**config.mk**
```make
export PLATFORM = sky130hd
export DESIGN_NAME = fetch_stage
export DESIGN_NICKNAME = d
export VERILOG_FILES = /design/src/rtl/fetch_stage.sv
export SDC_FILE = /design/constraint.sdc
export NUM_CORES = 1
export LEC_CHECK = 0
export ABC_AREA = 1
export CAP_MARGIN = 20
export CELL_PAD_IN_SITES_DETAIL_PLACEMENT = 2
export CELL_PAD_IN_SITES_GLOBAL_PLACEMENT = 2
export CORE_UTILIZATION = 25
export CTS_CLUSTER_DIAMETER = 200
export DETAILED_ROUTE_END_ITERATION = 16
export GPL_TIMING_DRIVEN = 0
export MAX_ROUTING_LAYER = met4
export PLACE_DENSITY_LB_ADDON = 0.3
export SKIP_CTS_REPAIR_TIMING = 1
export SLEW_MARGIN = 5
export SYNTH_ARGS = -nofsm -noshare
export SYNTH_HDL_FRONTEND = slang
export SYNTH_SLANG_ARGS = --single-unit
export TNS_END_PERCENT = 30
```
**constraint.sdc**
```tcl
create_clock -name clk -period 4.2 [get_ports clk]
set_input_delay 0.84 -clock clk [delete_from_list [all_inputs] [get_ports clk]]
set_output_delay 0.84 -clock clk [all_outputs]
set_load 0.02 [all_outputs]
```
**src/rtl/fetch_stage.sv**
```systemverilog
// IF stage and IF/ID pipeline register: owns the PC, fetches from instruction memory,
// applies ID-resolved redirects (branch, j, jr), honours stalls and flags illegal PCs.
module fetch_stage #(
    parameter logic [31:0] TEXT_BASE  = 32'h0000_3000,
    parameter int unsigned IMEM_WORDS = 1024,
    localparam int unsigned AW = (IMEM_WORDS > 1) ? $clog2(IMEM_WORDS) : 1
) (
    input  logic          clk,
    input  logic          rst,
    input  logic          stall,
    input  logic [1:0]    ID_NPCOp,
    input  logic          ID_BranchTaken,
    input  logic [15:0]   ID_imm16,
    input  logic [25:0]   ID_jaddr26,
    input  logic [31:0]   ID_rsValue,
    output logic [AW-1:0] imemAddr,
    input  logic [31:0]   imemData,
    output logic [31:0]   IF_PC,
    output logic [31:0]   ID_PC,
    output logic [31:0]   ID_inst,
    output logic          ID_valid,
    output logic          pcFault,
    output logic [31:0]   fetchCount
);

    localparam logic [31:0] TEXT_BYTES = 32'(4 * IMEM_WORDS);

    logic        redirect;
    logic [31:0] branch_off;
    logic [31:0] target;
    logic [31:0] pc_next;
    logic [31:0] next_off;
    logic        next_bad;

    // Truncated word index; out-of-range PCs are reported through pcFault instead.
    assign imemAddr = AW'((IF_PC - TEXT_BASE) >> 2);

    always_comb begin
        branch_off = {{14{ID_imm16[15]}}, ID_imm16, 2'b00};
        target     = IF_PC + 32'd4;
        case (ID_NPCOp)
            2'b01:   target = ID_PC + 32'd4 + branch_off;
            2'b10:   target = {ID_PC[31:28], ID_jaddr26, 2'b00};
            2'b11:   target = ID_rsValue;
            default: target = IF_PC + 32'd4;
        endcase

        // A squashed bubble in IF/ID never redirects.
        redirect = ID_valid && ((ID_NPCOp == 2'b10) || (ID_NPCOp == 2'b11) ||
                                ((ID_NPCOp == 2'b01) && ID_BranchTaken));
        pc_next  = redirect ? target : IF_PC + 32'd4;
        next_off = pc_next - TEXT_BASE;
        next_bad = (next_off >= TEXT_BYTES) || (pc_next[1:0] != 2'b00);
    end

    always_ff @(posedge clk) begin
        if (rst) begin
            IF_PC      <= TEXT_BASE;
            ID_PC      <= 32'd0;
            ID_inst    <= 32'd0;
            ID_valid   <= 1'b0;
            pcFault    <= 1'b0;
            fetchCount <= 32'd0;
        end else if (!stall) begin
            IF_PC   <= pc_next;
            ID_PC   <= IF_PC;
            pcFault <= pcFault | next_bad;
            if (redirect || pcFault) begin
                ID_inst  <= 32'd0;
                ID_valid <= 1'b0;
            end else begin
                ID_inst    <= imemData;
                ID_valid   <= 1'b1;
                fetchCount <= fetchCount + 32'd1;
            end
        end
    end

endmodule

```
==> results of run 1 <==
per-stage QoR:
step	cell area [sq um]	util	total power, mW
global route	13000	0.362	4.30
finish	13000	0.362	4.11
floorplan	9220	-	1.98
global placement	12300	0.343	2.48
CTS	12900	0.359	4.12
detailed placement	12300	0.343	2.52
layer usage:
layer | global-route usage | up-vias
li1 | - | 5404
met1 | 0.309 | 5555
met2 | 0.438 | 286
met3 | 0.0692 | 52
met4 | 0.0653 | 0
met5 | - | -
layout by cell type, fill, tap and decap left out, types with 3 or more instances in the layout:
cell / n
nand2_1: 408
nor2_4: 5
or2_2: 4
clkdlybuf4s50_1: 249
nor2_2: 10
nand2_2: 13
nand3_1: 108
nand3b_1: 3
nand3_2: 5
clkinv_2: 3
a221oi_1: 22
nand4_1: 22
xor2_1: 9
inv_2: 5
xnor2_1: 6
ha_1: 57
o211ai_1: 3
diode_2: 3
nor3_2: 3
clkbuf_8: 3
clkbuf_16: 17
nor4_1: 8
a21oi_1: 137
buf_4: 12
bufinv_16: 3
dfxtp_1: 130
nor2_1: 128
inv_1: 185
clkbuf_1: 45
nor3_1: 24
o21ai_0: 100
buf_2: 3
o21a_1: 4
cells by family after synthesis:
family / count (synthesis) / synth area share
buf+inv: 251 / 0.107
compound gates: 278 / 0.166
flops: 130 / 0.282
simple gates: 750 / 0.348
xor+xnor: 15 / 0.0142
fa+ha+maj: 60 / 0.0822
power groups by stage:
stage | clock (mW) | sequential (mW) | combinational (mW)
5_1_grt | 1.67 | 1.39 | 1.24
3_3_place_gp | 0 | 1.41 | 1.07
2_1_floorplan | 0 | 1.45 | 0.533
3_5_place_dp | 0 | 1.41 | 1.11
6_report | 1.59 | 1.39 | 1.13
4_1_cts | 1.62 | 1.39 | 1.12
final timing paths:
check | startpoint | to | slack (ns) | cells past startpoint
min reg2reg | ID_inst[21] | ID_inst[21] | 0.47 | 2
max reg2reg | ID_PC[3] | pcFault | 0.70 | 23
min | ID_inst[21] | ID_inst[21] | 0.47 | 2
max | ID_imm16[1] | pcFault | 0.20 | 24
critical path, delay by kind of cell:
| kind | cells | cell delay, ns |
|---|---|---|
| AO/OA/AOI/OAI | 1 | 0.05 |
| adder cells (fa/ha/maj) | 3 | 0.98 |
| buffers and inverters | 1 | 0.40 |
| AND/OR/NAND/NOR | 19 | 1.99 |
area by class of cell:
type | count | area share
Multi-Input combinational cell | 1103 | 0.439
Tap cell | 461 | 0.0444
Inverter | 192 | 0.0555
Sequential cell | 130 | 0.200
Buffer | 59 | 0.0206
Clock inverter | 9 | 0.0100
Timing Repair Buffer | 252 | 0.193
Clock buffer | 22 | 0.0365
Antenna cell | 3 | 0.000578
state kept, by name, summed over array words and instances (netlist names):
signal / flops
IF_PC: 32
ID_PC: 32
ID_inst: 32
ID_valid: 1
fetchCount: 32
pcFault: 1
cells in the mapped netlist, types with 2 or more instances:
cell | instances | area, sq um
nand3_2 | 3 | 30.0
a21oi_1 | 138 | 691
nor2_2 | 7 | 43.8
nor4_1 | 8 | 50.1
nor2_4 | 4 | 45.0
xor2_1 | 9 | 78.8
and2_1 | 2 | 12.5
buf_4 | 10 | 75.1
ha_1 | 59 | 738
or2_2 | 4 | 25.0
nand2_2 | 6 | 37.5
a2111oi_0 | 2 | 17.5
o21a_1 | 4 | 30.0
nor3_1 | 25 | 125
clkinv_1 | 2 | 7.51
nand3b_1 | 3 | 22.5
a22o_1 | 2 | 17.5
nand3_1 | 110 | 551
buf_2 | 3 | 15.0
nand2_1 | 416 | 1560
o211ai_1 | 3 | 22.5
o21ai_1 | 2 | 10.0
nor2_1 | 132 | 495
o21ai_0 | 100 | 500
inv_2 | 5 | 18.8
a221oi_1 | 22 | 193
clkbuf_1 | 43 | 161
nor3b_1 | 2 | 15.0
nand4_1 | 22 | 138
nor3_2 | 2 | 20.0
xnor2_1 | 6 | 52.6
dfxtp_1 | 130 | 2600
inv_1 | 185 | 694
==> impl_metrics.json, run 1 <==
{
  "status": "finished, final reports clean",
  "setup-violations-final": 0,
  "top_layer": "met4",
  "final_hold_viol_count": 0,
  "crit_type": "input port to register",
  "post-route-period-util": 0.952,
  "start_util": 0.257,
  "clkPwrFrac": 0.387,
  "hold_ws_ns": 0.467,
  "crit_top_cell": "nand2_1",
  "clk_path_buf_depth": 2,
  "slowest_delay_ns": 0.43,
  "synth_async_sr_flop_share": 0,
  "drv_slew": 0,
  "syn_inst": 1484,
  "worstPathArrival_ns": 4.29,
  "clock_latency_ns": 0.44,
  "cts_root_buffer": "clkbuf_16",
  "post_drt_wl_per_cell_um": 21.4,
  "m1WireLength_um": 21100,
  "hold_path.class": "register to register",
  "die_area_sq_um": 37700,
  "area_growth_pct": 40.8,
  "antenna_found_initial": 4,
  "tightest_slew_ns": 0.923,
  "ys_ff_latch": 130,
  "crit_path_end_kind": "register",
  "drt.antenna.violating_nets": 0,
  "stdcell_count": 2231,
  "leakagePower_nw": 5.54,
  "syn_nets": 1656,
  "grt_pass1_vias": 12400,
  "powerDensity_nw_per_um2": 317,
  "track_usage": 0.261,
  "layout_setup_ws_ns": 0.200,
  "start_kind": "input port",
  "max_freq_mhz": 250,
  "firstDrtPassIters": 4,
  "drive_above_1_share": 0.0560,
  "grt_pass1_wl_um": 72600,
  "peakVddDrop_mv": 0.262,
  "core-area_sq_um": 35900,
  "seq_area_frac_synth": 0.282,
  "syn_avg_cell_area_sq_um": 6.22,
  "synth_ff_type": "dfxtp_1",
  "drc": 0,
  "wirelength_um": 47700,
  "p_int_mw": 2.71,
  "place.detailed.hpwl_um": 38800,
  "crit_fanout": 5,
  "ios": 252,
  "slew_headroom": 0.384,
  "ys_warn_count": 0,
  "synth_cell_type_count": 46,
  "period_needed_ns": 4.00,
  "grt_max_degree": 17,
  "cp.required_ns": 4.49,
  "p_sw_frac": 0.341,
  "gp_congestion": 0.948,
  "preCtsSetupSlack_ns": -0.710,
  "slowest_stage": "fa_2",
  "worstPathCellList": "clkdlybuf4s50_1 > ha_1 > ha_2 > fa_2 > nand3_1 > nand3_2 > nand2_1 > nand2_2 > nand2_1 > nand3_1 > nand3_2 > nand2_2 > nand2_2 > nand2_1 > nor2_2 > nand2_1 > nor2_1 > nand2_1 > nand2_1 > nand3_1 > nor2_1 > nand3_1 > nand2_1 > a21oi_1",
  "portBuffers": 250,
  "finalNetCount": 1927,
  "cts_tree": "built",
  "p_seq_frac": 0.337,
  "cts_buffers": 17,
  "via_count": 11300,
  "wl_met3_um": 3050,
  "fin_tns_setup_ns": 0,
  "multiInputGateArea_sq_um": 5700,
  "synth-edff-count": 0,
  "viasPerCell": 5.06,
  "cap_violations": 0,
  "wl_met2_um": 22700,
  "path_clk_slew_ns": 0.06,
  "grt-ovfl-total": 0,
  "rows": 69,
  "htree_levels": 4,
  "syn-cell-area_sq_um": 9220,
  "num-fill-cells": 4418,
  "p_comb_frac": 0.276,
  "dp_cells": 2195,
  "cts_num_sinks": 130,
  "die_h_um": 194,
  "die_x_um": 194,
  "seq_area_sq_um": 2600,
  "finalClockSkew_ns": 0.0186,
  "drt_iter0_drc": 534,
  "switchingPower_mw": 1.40
}
(Power assumes the default switching activity.)
==> run 2: changes to the inputs <==
--- a/config.mk
+++ b/config.mk
@@ -9,6 +9,7 @@
 export CAP_MARGIN = 20
 export CELL_PAD_IN_SITES_DETAIL_PLACEMENT = 2
 export CELL_PAD_IN_SITES_GLOBAL_PLACEMENT = 2
+export CORE_MARGIN = 3
 export CORE_UTILIZATION = 25
 export CTS_CLUSTER_DIAMETER = 200
 export DETAILED_ROUTE_END_ITERATION = 16
==> run 2 against run 1 <==
- combinational power is essentially flat
- routed wire length grew 3.2%
- sequential power is essentially flat
- flip-flop and latch count is the same
- clock skew shrank 0.0057 ns
- critical path depth shrank 1
- core utilization grew 0.14 points
- worst setup slack gained 0.057 ns
- global-route usage shrank 0.43 points
==> impl_metrics.json, run 2 (synthesis gave the netlist of run 1 again) <==
{
  "clock_latency_ns": 0.45,
  "mostFrequentLayoutCells": "405 x nand2_1, 249 x clkdlybuf4s50_1, 185 x inv_1, 138 x a21oi_1, 130 x dfxtp_1",
  "via_count": 11400,
  "ios": 252,
  "wl_met2_um": 23700,
  "die_x_um": 198,
  "start_util": 0.256,
  "tightest_slew_ns": 0.963,
  "grt_pass1_vias": 12300,
  "period_needed_ns": 3.94,
  "crit_family": "simple AND/OR/NAND/NOR gates",
  "clk_path_buf_depth": 2,
  "top_layer": "met4",
  "multiInputGateArea_sq_um": 5710,
  "finalNetCount": 1928,
  "m1WireLength_um": 21200,
  "post_drt_wl_per_cell_um": 22.0,
  "core-area_sq_um": 36000,
  "crit_top_cell": "nand2_1",
  "die_h_um": 198,
  "path_clk_slew_ns": 0.06,
  "cts_tree": "built",
  "finalClockSkew_ns": 0.0129,
  "post-route-period-util": 0.939,
  "antenna_found_initial": 5,
  "gp_congestion": 0.915,
  "start_kind": "input port",
  "status": "finished, final reports clean",
  "crit_fanout": 8,
  "cp.required_ns": 4.50,
  "grt_max_degree": 17,
  "cap_violations": 0,
  "peakVddDrop_mv": 0.282,
  "fin_util": 0.363,
  "slew_headroom": 0.358,
  "stdcell_count": 2234,
  "crit_path_end_kind": "register",
  "hold_ws_ns": 0.466,
  "post_dp_cell_area_sq_um": 12300,
  "cts_num_sinks": 130,
  "seq_area_sq_um": 2600,
  "grt-ovfl-total": 0,
  "track_usage": 0.257,
  "firstDrtPassIters": 5,
  "wirelength_um": 49200,
  "drt.antenna.violating_nets": 0,
  "rows": 69,
  "layout_commonest_cell": "nand2_1",
  "grt_pass1_wl_um": 74200,
  "leakagePower_nw": 5.58,
  "wl_met3_um": 3710,
  "crit_buf_inv": 2,
  "hold_path.class": "register to register",
  "powerDensity_nw_per_um2": 328,
  "crit_type": "input port to register",
  "num-fill-cells": 4327,
  "area_growth_pct": 41.7,
  "max_freq_mhz": 254,
  "drt_iter0_drc": 592,
  "worstPathCellList": "clkdlybuf4s50_1 > ha_1 > ha_1 > clkbuf_2 > nor2_1 > a21oi_1 > nand2_1 > nand3_1 > nand2_1 > nand3_1 > nand2_1 > nand2_1 > nand2_1 > nor2_2 > nand2_1 > nor2_1 > nand3_1 > nand2_1 > nand3_1 > nor2_1 > nand3_1 > nand2_1 > a21oi_1",
  "slowest_stage": "clkdlybuf4s50_1",
  "cts_buffers": 17,
  "portBuffers": 250,
  "cts_root_buffer": "clkbuf_16",
  "final_area_sq_um": 13100,
  "drive_above_1_share": 0.0599,
  "worstPathArrival_ns": 4.24,
  "viasPerCell": 5.09,
  "slowest_delay_ns": 0.41,
  "htree_levels": 4,
  "place.detailed.hpwl_um": 39900,
  "setup-violations-final": 0,
  "drc": 0,
  "dp_cells": 2195,
  "final_hold_viol_count": 0,
  "drv_slew": 0,
  "finalPower_mw": 4.29,
  "die_area_sq_um": 39200
}
[run 2: cell types whose count changed in the layout (fill, tap and decap cells not counted), sizes merged]
cell,delta
buf,+1
inv,+2
diode,+1
clkbuf,-1
bufinv,+2
clkinv,-2
[run 2: worst paths after layout]
path | start | end | slack [ns] | cells after the start
worst max-delay path | ID_imm16[3] | pcFault | 0.26 | 23
worst min-delay path | ID_inst[30] | ID_inst[30] | 0.47 | 2
worst max register to register | ID_PC[5] | pcFault | 0.73 | 22
worst min register to register | ID_inst[30] | ID_inst[30] | 0.47 | 2
[run 2: cell type report]
cell class                 instances  area share
clock buffer                      21      0.0360
buffer                            59      0.0205
sequential                       130       0.199
clock inverter                    11      0.0151
timing repair buffer             253       0.193
tap                              461      0.0441
antenna                            4    0.000766
multi-input combinational       1103       0.436
inverter                         192      0.0551
[run 2: worst reg2reg max path, delay by kind of cell (launching register included)]
kind	cells	cell delay [ns]
simple gates	17	1.80
flops	1	0.38
fa+ha+maj	2	0.53
buf+inv	1	0.18
compound gates	2	0.44
[run 2: metrics by stage]
step	setup TNS (ns)	setup WS [ns]
floorplan	0	0.857
global placement	-0.668	-0.668
detailed placement	-0.894	-0.798
CTS	-0.365	-0.365
global route	-0.00427	-0.00427
finish	0	0.257
[run 2: where the power goes]
group / internal [mW] / leakage, nW / switching (mW) / total, mW
logic: 0.437 / 4.19 / 0.699 / 1.14
clock network: 1.11 / 0.324 / 0.658 / 1.77
registers: 1.29 / 1.07 / 0.0916 / 1.39
total: 2.84 / 5.58 / 1.45 / 4.29
[run 2: layer usage]
metal	track usage	vias up
met3	0.0788	37
met5	-	-
met1	0.302	5588
met2	0.438	324
li1	-	5423
met4	0.0482	0
==> run 3: changes to the inputs <==
--- a/config.mk
+++ b/config.mk
@@ -10,7 +10,8 @@
 export CELL_PAD_IN_SITES_DETAIL_PLACEMENT = 2
 export CELL_PAD_IN_SITES_GLOBAL_PLACEMENT = 2
 export CORE_MARGIN = 3
-export CORE_UTILIZATION = 25
+export CORE_UTILIZATION = 26
+export CTS_BUF_LIST = sky130_fd_sc_hd__clkbuf_4
 export CTS_CLUSTER_DIAMETER = 200
 export DETAILED_ROUTE_END_ITERATION = 16
 export GPL_TIMING_DRIVEN = 0
==> constraint.sdc (replaced) <==
create_clock -name clk -period 4.2 [get_ports clk]
set_input_delay 0.84 -clock clk [delete_from_list [all_inputs] [get_ports clk]]
set_output_delay 0.84 -clock clk [all_outputs]
set_load 0.05 [all_outputs]
==> run 3 against run 2 <==
- core utilization is 0.20 points lower
- first-iteration DRC count shrank 11%
- die area shrank 3.7%
- clock-buffer cell count unchanged
- global-route usage is 0.063 points higher
- power fell by 19%
- sequential power about the same
- largest power group is now registers
==> impl_metrics.json, run 3 (synthesis gave the netlist of run 1 again) <==
{
  "status": "finished, final reports clean",
  "drt_iter0_drc": 524,
  "p_sw_frac": 0.430,
  "start_util": 0.266,
  "drive_above_1_share": 0.0453,
  "p_comb_frac": 0.364,
  "grt-ovfl-total": 0,
  "drv_slew": 0,
  "r2r-end": "pcFault",
  "cap_violations": 0,
  "slew_headroom": 0.419,
  "grt_pass1_wl_um": 73700,
  "cts_num_sinks": 130,
  "fin_util": 0.361,
  "finalClockSkew_ns": 0.0391,
  "portBuffers": 250,
  "grt_max_degree": 17,
  "grt_use_met1": 0.309,
  "viasPerCell": 5.07,
  "drc": 0,
  "post_drt_wl_per_cell_um": 21.5,
  "p_seq_frac": 0.400,
  "antenna_found_initial": 6,
  "wirelength_um": 47800,
  "via_count": 11300,
  "cts_tree": "built",
  "crit_path_end_kind": "register",
  "layout_commonest_cell": "nand2_1",
  "finalNetCount": 1925,
  "track_usage": 0.258,
  "drt.antenna.violating_nets": 0,
  "top_usage_layer": "met2",
  "clkPwrFrac": 0.236,
  "die_area_sq_um": 37800,
  "r2r_cells": 23,
  "setup-violations-final": 0,
  "leakagePower_nw": 5.35,
  "post-route-period-util": 0.947,
  "start_kind": "input port",
  "crit_fanout": 5,
  "p_int_mw": 1.97,
  "hold_path.class": "register to register",
  "area_growth_pct": 35.9,
  "place.detailed.hpwl_um": 39200,
  "powerDensity_nw_per_um2": 276,
  "num-fill-cells": 4319,
  "startpoint": "ID_imm16[1]",
  "max_freq_mhz": 252,
  "cts_buffers": 17,
  "crit_type": "input port to register",
  "clk_path_buf_depth": 2,
  "peakVddDrop_mv": 0.235,
  "ios": 252,
  "endpoint": "pcFault",
  "r2r_slack_ns": 0.47,
  "use_met2": 0.446,
  "core-area_sq_um": 34700,
  "switchingPower_mw": 1.49,
  "gp_congestion": 0.902,
  "period_needed_ns": 3.98,
  "tightest_slew_ns": 0.871,
  "cp.required_ns": 4.67,
  "rows": 68,
  "htree_levels": 4,
  "final_hold_viol_count": 0,
  "die_x_um": 194,
  "timing.rr.start": "ID_PC[3]",
  "finalPower_mw": 3.46,
  "die_h_um": 194,
  "path_clk_slew_ns": 0.14,
  "use_met3": 0.0653,
  "mostFrequentLayoutCells": "414 x nand2_1, 249 x clkdlybuf4s50_1, 185 x inv_1, 138 x a21oi_1, 132 x nor2_1",
  "grt_pass1_vias": 12500,
  "cts_root_buffer": "clkbuf_4",
  "firstDrtPassIters": 5,
  "worstPathArrival_ns": 4.45,
  "clock_latency_ns": 0.63
}
run 3: worst min path at each step:
stage | startpoint | end | cells after the start
final | ID_inst[7] | ID_inst[7] | 2
after global routing | ID_inst[20] | ID_inst[20] | 2
after CTS | ID_inst[20] | ID_inst[20] | 2
after detailed placement | ID_inst[3] | ID_inst[3] | 2
after global placement | ID_inst[0] | ID_inst[0] | 2
after floorplan | ID_inst[0] | ID_inst[0] | 2
run 3: critical path, stage by stage:
cell and delay, ns:
clkdlybuf4s50_1 0.41, ha_1 0.30, ha_1 0.26, fa_2 0.41
nand2_1 0.11, nand2_1 0.07, nand3_1 0.09, nand2_1 0.18
nand2_1 0.15, nand3_1 0.08, nand3_1 0.13, nand2_1 0.13
nand2_1 0.17, nand2_1 0.14, nor2_2 0.17, nand2_1 0.09
nor2_1 0.11, nand3_1 0.08, nand2_1 0.09, nand3_1 0.07
nor2_1 0.11, nand3_1 0.09, nand2_1 0.09, a21oi_1 0.06
run 3: metal layers:
layer  up-vias  wire [um]
met4         0        410
met1      5565      21000
met5         -          0
met3        30       2970
li1       5405          -
met2       291      23500
run 3: metrics by stage:
step | std cells | hold slack (ns) | instance area (sq um) | TNS, ns | setup WS [ns]
floorplan | 1484 | 0.674 | 9220 | 0 | 0.857
global placement | 2189 | 0.445 | 12300 | -0.642 | -0.642
detailed placement | 2189 | 0.459 | 12300 | -0.727 | -0.727
CTS | 2221 | 0.478 | 12500 | -0.0709 | -0.0709
global route | 2226 | 0.491 | 12500 | -0.00643 | -0.00643
finish | 2226 | 0.474 | 12500 | 0 | 0.225
run 3: layout make-up:
class | instances | area, sq um | area share
Multi-Input combinational cell | 1103 | 5640 | 0.450
Clock inverter | 11 | 66.3 | 0.00529
Tap cell | 455 | 569 | 0.0454
Inverter | 192 | 721 | 0.0575
Sequential cell | 130 | 2600 | 0.208
Antenna cell | 5 | 12.5 | 0.000998
Clock buffer | 21 | 158 | 0.0126
Buffer | 59 | 268 | 0.0214
Timing Repair Buffer | 250 | 2500 | 0.199
run 3: power by group through the flow:
stage / Clock (mW) / Sequential (mW) / Combinational, mW
2_1_floorplan: 0 / 1.58 / 0.549
3_3_place_gp: 0 / 1.41 / 1.22
3_5_place_dp: 0 / 1.41 / 1.26
4_1_cts: 0.845 / 1.39 / 1.27
5_1_grt: 0.890 / 1.39 / 1.38
6_report: 0.817 / 1.39 / 1.26
